==> src/rtl/dram_stream_engine.sv <==
// DRAM stream engine: streams N consecutive lines to the memory request queue,
// either writing a seeded pattern or reading it back and checking it.
// Reports a checksum, a mismatch count and elapsed cycles once the stream ends.
module dram_stream_engine #(
    parameter int unsigned ADDR_W          = 64,
    parameter int unsigned DATA_W          = 512,
    parameter int unsigned LINE_BYTES      = 64,
    parameter int unsigned MAX_OUTSTANDING = 64
) (
    input  logic              clk,
    input  logic              rst,

    input  logic              cmd_valid,
    output logic              cmd_ready,
    input  logic              cmd_is_write,
    input  logic [ADDR_W-1:0] cmd_base_addr,
    input  logic [31:0]       cmd_num_lines,
    input  logic [31:0]       cmd_seed,

    output logic              mem_req_valid,
    output logic              mem_req_is_write,
    output logic [ADDR_W-1:0] mem_req_addr,
    output logic [DATA_W-1:0] mem_req_data,
    input  logic              mem_req_grant,

    input  logic              mem_resp_valid,
    input  logic [DATA_W-1:0] mem_resp_data,
    output logic              mem_resp_grant,

    output logic              done_pulse,
    output logic [31:0]       done_checksum,
    output logic [31:0]       done_mismatches,
    output logic [31:0]       done_cycles,
    output logic              spurious
);

    localparam int unsigned WORDS = DATA_W / 32;
    // Wide enough to hold MAX_OUTSTANDING up to 512.
    localparam int unsigned OUT_W = 10;

    typedef enum logic [1:0] {
        StIdle,
        StIssue,
        StDrain,
        StDone
    } state_t;

    state_t            stateQ, stateD;

    // Latched command fields
    logic              isWriteQ;
    logic [31:0]       numLinesQ;

    // Request-side progress: next address and pattern word track issuedQ
    logic [31:0]       issuedQ;
    logic [ADDR_W-1:0] reqAddrQ;
    logic [31:0]       reqWordQ;

    // Response-side progress: expected pattern word tracks receivedQ
    logic [31:0]       receivedQ;
    logic [31:0]       expWordQ;
    logic [OUT_W-1:0]  outstandingQ;

    // Results
    logic [31:0]       checksumQ;
    logic [31:0]       mismatchesQ;
    logic [31:0]       cyclesQ;
    logic              spuriousQ;

    // Decoded per-cycle events
    logic              active;
    logic              readActive;
    logic              cmdAccept;
    logic              reqValid;
    logic              reqFire;
    logic              readGrant;
    logic              lastGrant;
    logic              respAccept;
    logic              respDrop;
    logic              respMismatch;
    logic [31:0]       respSum;
    logic [31:0]       receivedNext;

    // Decode handshakes and stream status from registered state.
    always_comb begin
        active       = (stateQ == StIssue) || (stateQ == StDrain);
        readActive   = active && !isWriteQ;
        cmdAccept    = cmd_valid && (stateQ == StIdle);
        reqValid     = (stateQ == StIssue) &&
                       (isWriteQ || (outstandingQ < OUT_W'(MAX_OUTSTANDING)));
        reqFire      = reqValid && mem_req_grant;
        readGrant    = reqFire && !isWriteQ;
        lastGrant    = reqFire && (issuedQ == (numLinesQ - 32'd1));
        // A response with nothing outstanding cannot belong to this stream.
        respAccept   = mem_resp_valid && readActive && (outstandingQ != '0);
        respDrop     = mem_resp_valid && !respAccept;
        respMismatch = (mem_resp_data != {WORDS{expWordQ}});
        receivedNext = receivedQ + {31'd0, respAccept};
    end

    // Sum of all 32-bit words in the incoming response line.
    always_comb begin
        respSum = '0;
        for (int unsigned i = 0; i < WORDS; i++) begin
            respSum = respSum + mem_resp_data[i*32 +: 32];
        end
    end

    // State register.
    always_ff @(posedge clk) begin
        if (rst) begin
            stateQ <= StIdle;
        end else begin
            stateQ <= stateD;
        end
    end

    // Next-state logic.
    always_comb begin
        stateD = stateQ;
        case (stateQ)
            StIdle: begin
                if (cmd_valid) begin
                    stateD = (cmd_num_lines == 32'd0) ? StDone : StIssue;
                end
            end
            StIssue: begin
                if (lastGrant) begin
                    if (isWriteQ || (receivedNext == numLinesQ)) begin
                        stateD = StDone;
                    end else begin
                        stateD = StDrain;
                    end
                end
            end
            StDrain: begin
                if (receivedNext == numLinesQ) begin
                    stateD = StDone;
                end
            end
            StDone: begin
                stateD = StIdle;
            end
            default: begin
                stateD = StIdle;
            end
        endcase
    end

    // Latch the command fields on accept.
    always_ff @(posedge clk) begin
        if (rst) begin
            isWriteQ  <= 1'b0;
            numLinesQ <= '0;
        end else if (cmdAccept) begin
            isWriteQ  <= cmd_is_write;
            numLinesQ <= cmd_num_lines;
        end
    end

    // Request pointer: address and pattern word advance on each granted request.
    always_ff @(posedge clk) begin
        if (rst) begin
            issuedQ  <= '0;
            reqAddrQ <= '0;
            reqWordQ <= '0;
        end else if (cmdAccept) begin
            issuedQ  <= '0;
            reqAddrQ <= cmd_base_addr;
            reqWordQ <= cmd_seed;
        end else if (reqFire) begin
            issuedQ  <= issuedQ + 32'd1;
            reqAddrQ <= reqAddrQ + ADDR_W'(LINE_BYTES);
            reqWordQ <= reqWordQ + 32'd1;
        end
    end

    // Response accounting: checksum, mismatches and received count.
    always_ff @(posedge clk) begin
        if (rst) begin
            receivedQ   <= '0;
            expWordQ    <= '0;
            checksumQ   <= '0;
            mismatchesQ <= '0;
        end else if (cmdAccept) begin
            receivedQ   <= '0;
            expWordQ    <= cmd_seed;
            checksumQ   <= '0;
            mismatchesQ <= '0;
        end else if (respAccept) begin
            receivedQ   <= receivedNext;
            expWordQ    <= expWordQ + 32'd1;
            checksumQ   <= checksumQ + respSum;
            if (respMismatch) begin
                mismatchesQ <= mismatchesQ + 32'd1;
            end
        end
    end

    // Outstanding reads: a grant and a response in the same cycle cancel out.
    always_ff @(posedge clk) begin
        if (rst) begin
            outstandingQ <= '0;
        end else if (cmdAccept) begin
            outstandingQ <= '0;
        end else if (readGrant && !respAccept) begin
            outstandingQ <= outstandingQ + OUT_W'(1);
        end else if (!readGrant && respAccept) begin
            outstandingQ <= outstandingQ - OUT_W'(1);
        end
    end

    // Saturating busy-cycle counter.
    always_ff @(posedge clk) begin
        if (rst) begin
            cyclesQ <= '0;
        end else if (cmdAccept) begin
            cyclesQ <= '0;
        end else if (active && (cyclesQ != '1)) begin
            cyclesQ <= cyclesQ + 32'd1;
        end
    end

    // Sticky flag for responses consumed outside a read stream; a response
    // dropped in the accept cycle still counts against the new command.
    always_ff @(posedge clk) begin
        if (rst) begin
            spuriousQ <= 1'b0;
        end else if (cmdAccept) begin
            spuriousQ <= respDrop;
        end else if (respDrop) begin
            spuriousQ <= 1'b1;
        end
    end

    // Outputs depend only on registered state, except the always-consume grant.
    always_comb begin
        cmd_ready        = (stateQ == StIdle);
        mem_req_valid    = reqValid;
        mem_req_is_write = isWriteQ;
        mem_req_addr     = reqAddrQ;
        mem_req_data     = {WORDS{reqWordQ}};
        mem_resp_grant   = mem_resp_valid;
        done_pulse       = (stateQ == StDone);
        done_checksum    = checksumQ;
        done_mismatches  = mismatchesQ;
        done_cycles      = cyclesQ;
        spurious         = spuriousQ;
    end

endmodule

==> config.mk <==
export PLATFORM = sky130hd
export DESIGN_NAME = dram_stream_engine
export DESIGN_NICKNAME = d
export VERILOG_FILES = /design/src/rtl/dram_stream_engine.sv
export SDC_FILE = /design/constraint.sdc
export NUM_CORES = 2
export LEC_CHECK = 0
export BUFFER_PORTS_ARGS = -buffer_cell sky130_fd_sc_hd__buf_2
export CAP_MARGIN = 20
export CORE_AREA = 8 8 511 513
export DETAILED_ROUTE_END_ITERATION = 8
export DIE_AREA = 0 0 519 521
export HOLD_SLACK_MARGIN = 0.05
export PLACE_DENSITY_LB_ADDON = 0.2
export SLEW_MARGIN = 5
export SYNTH_ARGS = -nofsm -noshare
export SYNTH_HDL_FRONTEND = slang
export SYNTH_SLANG_ARGS = --single-unit
==> constraint.sdc <==
create_clock -name clk -period 12.3 [get_ports clk]
set_input_delay 0.615 -clock clk [delete_from_list [all_inputs] [get_ports clk]]
set_output_delay 0.615 -clock clk [all_outputs]
set_load 0.01 [all_outputs]
== Word level (Yosys, flattened, before mapping) ==
Index checks and enable logic that the tools add are counted.

* Register bits: 334
* Latch bits: 0
* Input bits: 646
* Output and inout bits: 678
* ROM bits: 0
* Logic and storage cells: 94
* Memories: 0
* Bits in writable memories: 0

* Magnitude comparators: 1
* Add/subtract/negate cells: 26
* Shift operators: 0
* $mul: 0
* Div/mod/pow operators: 0
* Reduce and logical (&&, ||, !) cells: 28
* Eq/ne operators: 10
* Mux-type cells: 16
* Bitwise operators: 0

{| class="wikitable"
|+ Operators by type and width
! cell !! number
|-
| 32-bit adder || 16
|-
| 512-bit != test || 1
|-
| 32-bit by 1-bit adder with 32-bit output (second input constant) || 5
|-
| 32-bit two-way mux || 4
|-
| 64-bit two-way mux || 2
|-
| 64-bit by 7-bit adder with 64-bit output (second input constant) || 1
|-
| 32-bit == test || 2
|-
| 32-bit by 1-bit adder with 32-bit output || 1
|-
| 32-bit logical NOT || 1
|-
| 32-bit != test (second input constant) || 1
|-
| 32-bit by 1-bit subtractor with 32-bit output (second input constant) || 1
|-
| 10-bit two-way mux || 2
|-
| 1-bit logical AND || 12
|-
| 10-bit by 1-bit adder with 10-bit output (second input constant) || 1
|-
| 10-bit by 7-bit < comparator with 1-bit output (second input constant) || 1
|-
| 10-bit nonzero test || 1
|-
| 10-bit by 1-bit subtractor with 10-bit output (second input constant) || 1
|-
| 2-bit two-way mux || 4
|-
| 2-bit case mux with 4 select lines || 1
|-
| 2-bit nonzero test || 4
|-
| 2-bit == test (second input constant) || 2
|-
| 2-bit != test (second input constant) || 2
|-
| 1-bit logical NOT || 3
|-
| 1-bit logical OR || 3
|-
| other kinds (7) || 9
|}

== Depth between registers and ports, before layout ==
* Depth after elaboration: 16
* Gate-level depth with buffers: 25
* Mapped depth without buffers: 25

== Worst setup path after synthesis ==
No wires, ideal clock.

* Kind: input to register
* From: input mem_resp_data[400]
* To: register checksumQ[31] (netlist: done_checksum[31])
* Cell stages on the path: 23
* Data arrival time: 6.278 ns
* Buffers on the path: 0
* Library setup time: 0.086 ns
* Required time: 12.214 ns
* Setup slack: 5.936 ns
* Cells stage by stage: inv_1 fa_1 inv_1 fa_1 inv_1 fa_1 inv_1 fa_1 fa_1 inv_1 fa_1 inv_1 ha_1 a211oi_1 nand2_1 or2_2 a211oi_1 nor3_1 a2111oi_0 o31ai_1 a21oi_1 nor2_1 a211oi_1

* Longest elaborated chain between the ends: 5

{| class="wikitable"
|+ Ends and longest elaborated chain
! item !! RTL line !! text
|-
| from (decl) || 27 || <nowiki>input logic [DATA_W-1:0] mem_resp_data,</nowiki>
|-
| 32-bit adder (4 in a row) || 105 || <nowiki>respSum = respSum + mem_resp_data[i*32 +: 32];</nowiki>
|-
| 32-bit adder || 193 || <nowiki>checksumQ <= checksumQ + respSum;</nowiki>
|-
| to (signal assigned) || 193 ||
|-
| to (decl) || 65 || <nowiki>logic [31:0] checksumQ;</nowiki>
|}

Every way passes these cells.
A chain may end at the register's enable or synchronous reset.

== Worst setup path after layout ==
* From: input mem_resp_data[290]
* To: register checksumQ[22] (netlist: done_checksum[22])

* Longest elaborated chain between the ends: 8

{| class="wikitable"
|+ Ends and longest elaborated chain
! item !! RTL line
|-
| 32-bit adder (7 in a row) || 105
|-
| 32-bit adder || 193
|}

Every way passes these cells.

==> results.md <==
* CP startpoint kind: primary input
* Number of flops mapped to enable cells by yosys at 0
* H-Tree Level Count at 2
* Number of standard cells after synthesis at 4811
* DIE WIDTH at 519 um
* Result of the run: completed
* Critical Path End Type: flip-flop
* Sum of negative setup slack at 0 ns
* Most used DFF post-synth: dfxtp_1
* Drc violations at 0
* Required time worst endpoint at 12.85 ns
* Die outline area at 270000 um2
* Period utilization at 0.546
* Post-synth net total at 5971
* Most common cell after layout, fill and taps aside: buf_2
* Fraction of layout cells with a size suffix above 1 at 0.269
* Pin count of the biggest net entering global routing at 131
* Min-Delay Path Class: in -> reg
* Static leakage at 22.3 nW
* Maximum fanout encountered on the critical timing path at 4
* Hold-fix buffers at CTS at 0
* Via density at 4.16
* CTS Root Buffer Type: clkbuf_16
* Most frequent cells in the layout: buf_2 (1322), inv_1 (811), fa_1 (454), dfxtp_1 (332), xnor2_1 (301)
* Fraction of the core area covered by cells at the end of the flow at 0.191
* Last weighted congestion value of the routability-driven placer at 1.00
* HPWL Detailed at 235 mm
* Overall global routing resource usage at 0.187
* Final max-slew violation count at 0
* Share of synthesized flip-flops with an asynchronous set or reset at 0
* Fin. Hold Viols at 0
* Count of cell types in the netlist at 76
* Via count at 37600
* Area delta synth->final at 22.5%
* Clock slew at the register clock pins of the worst setup and hold paths at 0.06 ns
* Post-Route WL at 265 mm
* Register bit count reported by yosys at 334
* Via count of the first global-routing pass at 37700
* Initial Utilization at 0.156
* Total clock buffers created by CTS at 51
* I/O pin count at 1324
* Worst IR Drop VDD at 489 uV
* Fin nets at 6746
* Number of optimization iterations in the first detailed-route pass at 8
* DRC violation total after the first TritonRoute iteration at 3121
* Slew at the pin closest to its max-slew limit at 1.38 ns
* Time the final worst path needs with I/O delays and setup at 6.72 ns
* Syn. warnings at 0
* Antenna violations before repair at 138
* Core area at 253000 um2
* Highest achievable clock rate at 149 MHz
* Clk sink count at 334
* Average wire per standard cell at 29.4 um
* Post-CTS sizing at 0
* Total of max-cap violations at 0
* Post-detailed-route count of antenna-violating nets at 0
* Post-route clock skew at 0.0378 ns
* Worst Path Arrival at 7.27 ns
* Final worst-path setup slack at 5.58 ns
* Number of placement rows at 185
* Count of input and output buffers at 1323
* Height of the chip at 521 um
* Clock Tree Buf Depth at 3
* Clock tree from TritonCTS: yes
* Sum of overflow across all layers after global routing at 0
* Post-Syn Area per Cell at 8.19 um2
* Summed instance area of the synthesized netlist at 39400 um2
* Total of endpoints with negative setup slack in the final report at 0
* Count of buffers added by post-CTS timing repair for setup at 0
* Path type of the worst setup path: in -> reg
* Post-placement worst setup slack at 4.98 ns
* Clock network latency to the later pin of the worst-skew pair at 0.67 ns
* Areal power density over the cells at 370 nW/um2
* Max-Slew Margin vs Limit at 0.0745
* Share of synthesized area occupied by flip-flops and latches at 0.170
* Unrepaired setup endpoints after global routing: false
* Global-route wire length before repair at 348 mm
[synth_stat cells, drive strengths merged (6+ instances only)]
master | number | area (um2)
nor3 | 147 | 757
a211oi | 63 | 478
nand3 | 107 | 548
nor4 | 81 | 562
or2 | 8 | 50.1
and4 | 26 | 228
a21boi | 7 | 52.6
xnor2 | 301 | 2640
o21ai | 89 | 445
o31ai | 9 | 67.6
ha | 60 | 751
a21o | 14 | 105
nand2 | 294 | 1100
nand2b | 9 | 56.3
and3 | 137 | 857
a21oi | 203 | 1020
nor2 | 289 | 1080
inv | 812 | 3050
a311oi | 6 | 52.6
clkbuf | 152 | 572
fa | 454 | 9090
or3 | 36 | 225
nand4 | 128 | 801
o2111ai | 8 | 70.1
buf | 523 | 3810
nand3b | 9 | 67.6
dfxtp | 334 | 6690
xor2 | 275 | 2410
mux2i | 13 | 130
and2 | 10 | 62.6
o211ai | 15 | 113
nor4b | 6 | 65.1
o22ai | 48 | 300
a31oi | 17 | 106
o21bai | 10 | 75.1
nor2b | 16 | 100
or4 | 30 | 225
a2111oi | 6 | 52.6
nand4b | 7 | 61.3
[power by group]
group	internal [W]	switching (W)	total, W
clock network	0.000862	0.000622	0.00148
logic	0.00576	0.00896	0.0147
registers	0.00126	0.000384	0.00165
total	0.00788	0.00997	0.0179
[sequential cells by signal, indices dropped and copies added, names as in the netlist]
register,cells
done_mismatches,32
outstandingQ,10
spurious,1
reqWordQ,32
done_checksum,32
done_cycles,32
mem_req_addr,64
issuedQ,32
receivedQ,32
mem_req_is_write,1
expWordQ,32
stateQ,2
numLinesQ,32
[final cells by class]
class                      count  area (um2)
fill                       28800      205000
multi-input combinational   2989       25300
timing repair buffer        1397        7210
sequential                   334        6690
tap                         3366        4210
inverter                     813        3050
clock buffer                  71        1440
clock inverter                22         233
antenna                       37        92.6
[critical path, stage by stage]
cell	delay, ns
buf_2	0.13
inv_1	0.07
fa_1	0.69
fa_1	0.47
inv_1	0.11
fa_1	0.46
fa_1	0.60
inv_1	0.07
fa_1	0.51
fa_1	0.42
inv_1	0.08
ha_1	0.17
inv_1	0.07
fa_1	0.46
nor2b_1	0.13
o21a_1	0.14
o21ai_0	0.17
a211o_1	0.36
a21oi_1	0.29
a41oi_1	0.41
a21oi_1	0.24
a21oi_1	0.10
or4_1	0.40
o311ai_0	0.10
[metal layers]
layer,wire length (um),share of wire,vias up,GRT usage
li1,-,-,16600,-
met1,110000,0.41,18800,0.235
met2,127000,0.48,1828,0.321
met3,18100,0.068,394,0.0379
met4,10200,0.038,24,0.0607
met5,155,0.00058,-,0
[worst paths after layout]
check	endpoint	slack (ns)	from	cells after the start
worst max-delay path	done_checksum[22]$_SDFFE_PP0P_	5.58	mem_resp_data[290]	24
worst min-delay path	mem_req_addr[5]$_SDFFE_PP0P_	0.20	cmd_base_addr[5]	3
worst max register to register	done_checksum[31]$_SDFFE_PP0P_	6.15	done_checksum[16]$_SDFFE_PP0P_	19
worst min register to register	mem_req_addr[3]$_SDFFE_PP0P_	0.46	mem_req_addr[3]$_SDFFE_PP0P_	2
[metrics by stage]
stage | instances | hold WS, ns | power, W | area (um2)
6_report | 9029 | 0.201 | 0.0179 | 48200
5_1_grt | 9014 | 0.155 | 0.0194 | 48200
4_1_cts | 8991 | 0.131 | 0.0178 | 48100
3_5_place_dp | 8898 | 0.446 | 0.0161 | 46500
3_3_place_gp | 8896 | 0.443 | 0.0163 | 46400
2_1_floorplan | 4811 | 0.441 | 0.0116 | 39400
[logic make-up (layout without fill, tap and decap cells)]
group | count (synthesis) | count (layout) | synth area share
and+or+nand+nor | 1346 | 1346 | 0.175
muxes | 14 | 14 | 0.00359
buffers and inverters | 1488 | 2303 | 0.189
AOI/OAI and AO/OA | 539 | 539 | 0.0846
adders and majority gates | 514 | 514 | 0.250
other | 0 | 37 | 0
DFF | 334 | 334 | 0.170
xor gates and xnor gates | 576 | 576 | 0.128
Note: power is estimated with default switching activity, not from simulation.
